[config.mk]
export PLATFORM = sky130hd
export DESIGN_NAME = hazard_scoreboard_flat
export DESIGN_NICKNAME = d
export VERILOG_FILES = /design/src/rtl/hazard_scoreboard_if.sv /design/src/rtl/hazard_scoreboard.sv /design/src/flat_wrapper.sv
export SDC_FILE = /design/constraint.sdc
export NUM_CORES = 1
export LEC_CHECK = 0
export CORE_ASPECT_RATIO = 1.2
export CORE_MARGIN = 2
export CORE_UTILIZATION = 56
export CTS_CLUSTER_DIAMETER = 80
export DETAILED_ROUTE_END_ITERATION = 7
export PLACE_DENSITY = 0.91
export SLEW_MARGIN = 25
export SYNTH_ARGS = -nofsm -noshare
export SYNTH_HDL_FRONTEND = slang
export SYNTH_SLANG_ARGS = --single-unit
[constraint.sdc]
create_clock -name clk -period 5.5 [get_ports clk]
set_input_delay 0.55 -clock clk [delete_from_list [all_inputs] [get_ports clk]]
set_output_delay 0.55 -clock clk [all_outputs]
set_load 0.02 [all_outputs]
[src/rtl/hazard_scoreboard_if.sv]
// hazard_scoreboard_if: ID-stage issue, long-latency writeback and scoreboard status bundle.
interface hazard_scoreboard_if;
  logic        issue_valid;
  logic        issue_long;
  logic        issue_reg_write;
  logic [4:0]  issue_rd_addr;
  logic [4:0]  issue_rs1_addr;
  logic [4:0]  issue_rs2_addr;
  logic        issue_uses_rs1;
  logic        issue_uses_rs2;
  logic        wb_valid;
  logic [4:0]  wb_rd_addr;
  logic        flush;
  logic        stall;
  logic        issue_accept;
  logic [31:0] pending_mask;
  logic [2:0]  outstanding;
  logic [15:0] stall_count;
  modport master (
    output issue_valid, issue_long, issue_reg_write, issue_rd_addr, issue_rs1_addr, issue_rs2_addr,
           issue_uses_rs1, issue_uses_rs2, wb_valid, wb_rd_addr, flush,
    input  stall, issue_accept, pending_mask, outstanding, stall_count
  );
  modport slave (
    input  issue_valid, issue_long, issue_reg_write, issue_rd_addr, issue_rs1_addr, issue_rs2_addr,
           issue_uses_rs1, issue_uses_rs2, wb_valid, wb_rd_addr, flush,
    output stall, issue_accept, pending_mask, outstanding, stall_count
  );
endinterface

[src/rtl/hazard_scoreboard.sv]
// hazard_scoreboard: tracks long-latency destination registers and stalls ID on RAW/WAW/full hazards.
module hazard_scoreboard #(
  parameter int MAX_OUTSTANDING = 4
) (
  input logic             clk,
  input logic             rst,
  hazard_scoreboard_if.slave bus
);
  logic [31:0] r_mask;
  logic [2:0]  r_out;
  logic [15:0] r_cnt;
  logic        w_trk, w_raw, w_waw, w_full, w_stall, w_set, w_clr;
  logic [31:0] w_mask;
  always_comb begin
    w_trk   = bus.issue_valid & bus.issue_long & bus.issue_reg_write & (bus.issue_rd_addr != 5'd0);
    w_raw   = (bus.issue_uses_rs1 & (bus.issue_rs1_addr != 5'd0) & r_mask[bus.issue_rs1_addr]) |
              (bus.issue_uses_rs2 & (bus.issue_rs2_addr != 5'd0) & r_mask[bus.issue_rs2_addr]);
    w_waw   = bus.issue_valid & bus.issue_reg_write & (bus.issue_rd_addr != 5'd0) & r_mask[bus.issue_rd_addr];
    w_full  = w_trk & (r_out == 3'(MAX_OUTSTANDING));
    w_stall = bus.issue_valid & ~bus.flush & (w_raw | w_waw | w_full);
    w_set   = bus.issue_valid & ~bus.flush & ~w_stall & w_trk;
    w_clr   = bus.wb_valid & (bus.wb_rd_addr != 5'd0) & r_mask[bus.wb_rd_addr];
    // clear before set so a same-register collision leaves the bit pending
    w_mask  = ((r_mask & ~(w_clr ? 32'd1 << bus.wb_rd_addr : 32'd0)) |
               (w_set ? 32'd1 << bus.issue_rd_addr : 32'd0)) & ~32'd1;
  end
  always_ff @(posedge clk or posedge rst) begin
    if (rst) begin
      r_mask <= '0;
      r_out  <= '0;
      r_cnt  <= '0;
    end else begin
      r_mask <= w_mask;
      r_out  <= r_out + 3'(w_set) - 3'(w_clr);
      r_cnt  <= r_cnt + 16'(w_stall & ~&r_cnt);
    end
  end
  assign bus.stall        = w_stall;
  assign bus.issue_accept = bus.issue_valid & ~bus.flush & ~w_stall;
  assign bus.pending_mask = r_mask;
  assign bus.outstanding  = r_out;
  assign bus.stall_count  = r_cnt;
endmodule

[src/flat_wrapper.sv]
// flat-port wrapper written by rule: the top's interface ports become plain ports
module hazard_scoreboard_flat 
#(
  parameter int MAX_OUTSTANDING = 4
)
  (clk, rst, bus_issue_valid, bus_issue_long, bus_issue_reg_write, bus_issue_rd_addr, bus_issue_rs1_addr, bus_issue_rs2_addr, bus_issue_uses_rs1, bus_issue_uses_rs2, bus_wb_valid, bus_wb_rd_addr, bus_flush, bus_stall, bus_issue_accept, bus_pending_mask, bus_outstanding, bus_stall_count);
  hazard_scoreboard_if bus_i ();
  input logic clk;
  input logic rst;
  input wire logic [$bits(bus_i.issue_valid)-1:0] bus_issue_valid;
  input wire logic [$bits(bus_i.issue_long)-1:0] bus_issue_long;
  input wire logic [$bits(bus_i.issue_reg_write)-1:0] bus_issue_reg_write;
  input wire logic [$bits(bus_i.issue_rd_addr)-1:0] bus_issue_rd_addr;
  input wire logic [$bits(bus_i.issue_rs1_addr)-1:0] bus_issue_rs1_addr;
  input wire logic [$bits(bus_i.issue_rs2_addr)-1:0] bus_issue_rs2_addr;
  input wire logic [$bits(bus_i.issue_uses_rs1)-1:0] bus_issue_uses_rs1;
  input wire logic [$bits(bus_i.issue_uses_rs2)-1:0] bus_issue_uses_rs2;
  input wire logic [$bits(bus_i.wb_valid)-1:0] bus_wb_valid;
  input wire logic [$bits(bus_i.wb_rd_addr)-1:0] bus_wb_rd_addr;
  input wire logic [$bits(bus_i.flush)-1:0] bus_flush;
  output wire logic [$bits(bus_i.stall)-1:0] bus_stall;
  output wire logic [$bits(bus_i.issue_accept)-1:0] bus_issue_accept;
  output wire logic [$bits(bus_i.pending_mask)-1:0] bus_pending_mask;
  output wire logic [$bits(bus_i.outstanding)-1:0] bus_outstanding;
  output wire logic [$bits(bus_i.stall_count)-1:0] bus_stall_count;
  assign bus_i.issue_valid = bus_issue_valid;
  assign bus_i.issue_long = bus_issue_long;
  assign bus_i.issue_reg_write = bus_issue_reg_write;
  assign bus_i.issue_rd_addr = bus_issue_rd_addr;
  assign bus_i.issue_rs1_addr = bus_issue_rs1_addr;
  assign bus_i.issue_rs2_addr = bus_issue_rs2_addr;
  assign bus_i.issue_uses_rs1 = bus_issue_uses_rs1;
  assign bus_i.issue_uses_rs2 = bus_issue_uses_rs2;
  assign bus_i.wb_valid = bus_wb_valid;
  assign bus_i.wb_rd_addr = bus_wb_rd_addr;
  assign bus_i.flush = bus_flush;
  assign bus_stall = bus_i.stall;
  assign bus_issue_accept = bus_i.issue_accept;
  assign bus_pending_mask = bus_i.pending_mask;
  assign bus_outstanding = bus_i.outstanding;
  assign bus_stall_count = bus_i.stall_count;
  hazard_scoreboard #(.MAX_OUTSTANDING(MAX_OUTSTANDING)) u_core (.clk(clk), .rst(rst), .bus(bus_i));
endmodule
==> results by group <==
Yosys
  • Cell taking the most area after synthesis: dfrtp_1
  • Largest family of logic cells by synthesized area: multiplexers
  • Adder-cell share of the synthesized area: 1.88%
  • Post-Synth XOR/XNOR Area: about 3.8%
  • Synth cell types: 59
  • Synthesized area per cell: 10.3 um^2
  • Post-synthesis sequential area ratio: 33.6%
  • Asr flop ratio synth: 100%
  • Top post-synthesis cells by count: dfrtp_1, nand4_1, mux4_2, o21ai_1, nand3_1
  • Syn_nets: 394
  • Synthesized cell area: 0.00372 mm^2
  • Simple logic cell fraction of the synthesized area: ~17%
  • Most common cell in the netlist: dfrtp_1
  • Top post-synthesis cells by area: dfrtp_1, mux4_2, nand4_1
  • Mapped Cells: 360
  • Syn. warnings: 0
  • Compound-Gate Fraction of Synth Area: between 10% and 20%
  • EDFF count, synth: 0
  • Top cell type's share of synthesized area: 33.6%
  • Mux cell area share after synthesis: a little over a fifth
  • Post-synth top flop: dfrtp_1
  • #FFs+latches synth: 50

Cells and area
  • N_diodes: 0
  • Area grow syn2layout: 21.7%
  • Design Area, Final: 0.00453 mm^2
  • Layout cells sized above 1: about an eighth
  • Layout net count: 450
  • Non-Filler Instances: around 500

Setup path
  • CP endpoint kind: output pin
  • Critical path's top delay family: buffers and inverters
  • CP cell instances: clkdlybuf4s50_1 > mux4_1 > mux2i_1 > nor2b_1 > o311ai_1 > o211ai_4 > nor3_2 > clkdlybuf4s50_1
  • WP data arrival: around 4.1 ns
  • Crit path kind: primary input to output pin
  • CP max FO: 33
  • Worst path slowest cell: clkdlybuf4s50_1
  • CP bufs+invs: 2
  • Crit start category: primary input
  • Delay of the slowest cell on the worst path: 0.85 ns
  • Crit path top cell by count: clkdlybuf4s50_1
  • WP data required: 4.95 ns

Clocking
  • Post-CTS Hold Buffers: 0
  • H-tree Lvls: 2
  • Post-CTS setup buffers: 0
  • Clock-pin slew on the worst setup and hold paths: ~0.09 ns
  • CTS tree: done
  • Clk_lat worst skew: 0.31 ns
  • CTS Buffer Depth: 2
  • CTS Root Cell: clkbuf_8
  • CTS Buf Count: 5
  • CTS sink count: 50
  • CTS resizes: 0

Timing
  • Max-slew violations: 0
  • Hold Fails Final Rpt: 0
  • Setup_tns: 0 ns
  • Max Fclk: 0.214 GHz
  • Slew @ Worst Pin: between 0.9 and 1 ns
  • Setup violations, final: 0
  • Period utilization: a little over four fifths
  • Hold_ws: roughly 0.5 ns
  • Slew headroom: 34.3%
  • Worst Skew: about 0.017 ns
  • RSZ-0062 raised after global routing: false
  • Tmin final: between 4 and 5 ns

Global routing
  • Gr ovfl total: 0
  • Largest net degree at the start of global routing: just over 50
  • Initial antenna violation count: 0
  • Vias in the first global route: 3,438
  • Overall routing resource usage: 29.9%
  • First-pass GRT wire length: 17,100 um

Status
  • Outcome: finished clean

Min path
  • Min-Delay Path Class: flop to flop

Power and ir drop
  • VDD IR max: roughly 0.21 mV
  • Static Leak: 1.77 nW
  • Power per Cell Area: 216 mW/mm^2
  • Total Power: 0.000980 W

Floorplanning
  • Die Span X: 78.4 um
  • Die Y: 93.3 um
  • Top Ports: 82
  • Initial Util: 57.8%
  • # rows: 32
  • Die ar.: 0.00732 mm^2
  • Core Region: 0.00645 mm^2

Routing
  • ANT nets after route: 0
  • Routed wire length: approximately 10,000 um
  • DR WL/cell: between 20 and 25 um
  • Vias: around 3,500
  • Via density: 6.90
  • Post-route DRC violation count: 0
  • Initial DRC Count: 595
  • Pre-antenna DRT Iters: 6

Place
  • Placed instance area: 0.00444 mm^2
  • Placed Cells: 494
  • GP Congestion: 0.990
  • Dpl hpwl: 7440 um
  • Port bufs: 80

Job
  • Max-cap violation count: 0
==> power by group <==
| group | switching [W] | total [W] | internal [W] | leakage (nW) |
|---|---|---|---|---|
| registers | 0.0000424 | 0.000445 | 0.000402 | 0.682 |
| clock network | 0.000128 | 0.000218 | 0.0000901 | 0.0452 |
| logic | 0.000172 | 0.000317 | 0.000145 | 1.04 |
==> worst register-to-register path: cells and delay by family, from the launching register on <==
family / cells / cell delay (ns)
fa+ha+maj: 2 / 0.37
xor+xnor: 2 / 0.28
mux: 1 / 0.33
simple gates: 2 / 0.47
flops: 1 / 0.47
compound gates: 3 / 1.22
==> cell usage in the layout (no fill, tap or decap), types with 3 or more instances in the layout <==
| master | Yosys | routed |
|---|---|---|
| nor2b_1 | 11 | 11 |
| clkbuf_8 | 0 | 5 |
| mux2i_1 | 10 | 10 |
| and2_1 | 3 | 3 |
| xor2_1 | 5 | 5 |
| a221oi_1 | 4 | 4 |
| inv_1 | 8 | 7 |
| mux2_2 | 5 | 5 |
| o21ai_1 | 24 | 24 |
| nand3_1 | 18 | 18 |
| nand2_1 | 15 | 15 |
| o31ai_1 | 15 | 15 |
| xnor2_1 | 11 | 11 |
| o21ai_0 | 17 | 17 |
| o41ai_1 | 3 | 3 |
| buf_4 | 4 | 3 |
| ha_1 | 4 | 4 |
| nand2b_1 | 3 | 3 |
| clkdlybuf4s50_1 | 0 | 80 |
| nor2_1 | 10 | 10 |
| o21ai_2 | 5 | 5 |
| dfrtp_1 | 50 | 50 |
| nand4_1 | 30 | 30 |
| mux4_2 | 25 | 25 |
| a21oi_1 | 5 | 5 |
| and3_1 | 8 | 8 |
| mux2_1 | 3 | 3 |
==> metrics by stage <==
stage | utilization [%] | worst slack (ns)
2_1_floorplan | - | 2.15
3_3_place_gp | 68.9 | 0.902
3_5_place_dp | 68.9 | 0.856
4_1_cts | 70.2 | 0.835
5_1_grt | 70.3 | 0.685
6_report | 70.3 | 0.830
==> final timing paths <==
check	depth (start not counted)	slack, ns	from	endpoint
max	8	0.83	bus_issue_rd_addr[0]	bus_issue_accept
max in group asynchronous	2	4.29	rst	u_core.bus.pending_mask[10]
min in group asynchronous	2	0.69	rst	u_core.bus.pending_mask[23]
min reg2reg	1	0.50	u_core.bus.stall_count[10]	u_core.bus.stall_count[10]
max reg2reg	10	2.30	u_core.bus.pending_mask[12]	u_core.bus.outstanding[2]
min	1	0.50	u_core.bus.stall_count[10]	u_core.bus.stall_count[10]
==> state kept, by name, summed over array words and instances, names as in the netlist <==
signal                   count
u_core.bus.outstanding       3
u_core.bus.stall_count      16
u_core.bus.pending_mask     31
==> layout make-up <==
| type | instances | area (um^2) |
|---|---|---|
| Multi-Input combinational cell | 267 | 2230 |
| Fill cell | 490 | 1910 |
| Sequential cell | 50 | 1250 |
| Timing Repair Buffer | 83 | 823 |
| Tap cell | 85 | 106 |
| Clock buffer | 6 | 72.6 |
| Inverter | 9 | 35.0 |
| Clock inverter | 2 | 13.8 |
==> routing by layer <==
metal	vias up	share of wire (%)	global-route usage, %
met5	-	0	0
met2	248	49	48.3
li1	1500	-	-
met3	50	9.2	4.83
met1	1666	38	39.5
met4	0	4.1	14.5
==> cell families after synthesis <==
family,after synthesis
compound gates,89
flops,50
other cells,1
mux,44
simple gates,112
xor+xnor,16
buf+inv,43
fa+ha+maj,5
(Power assumes the default switching activity.)
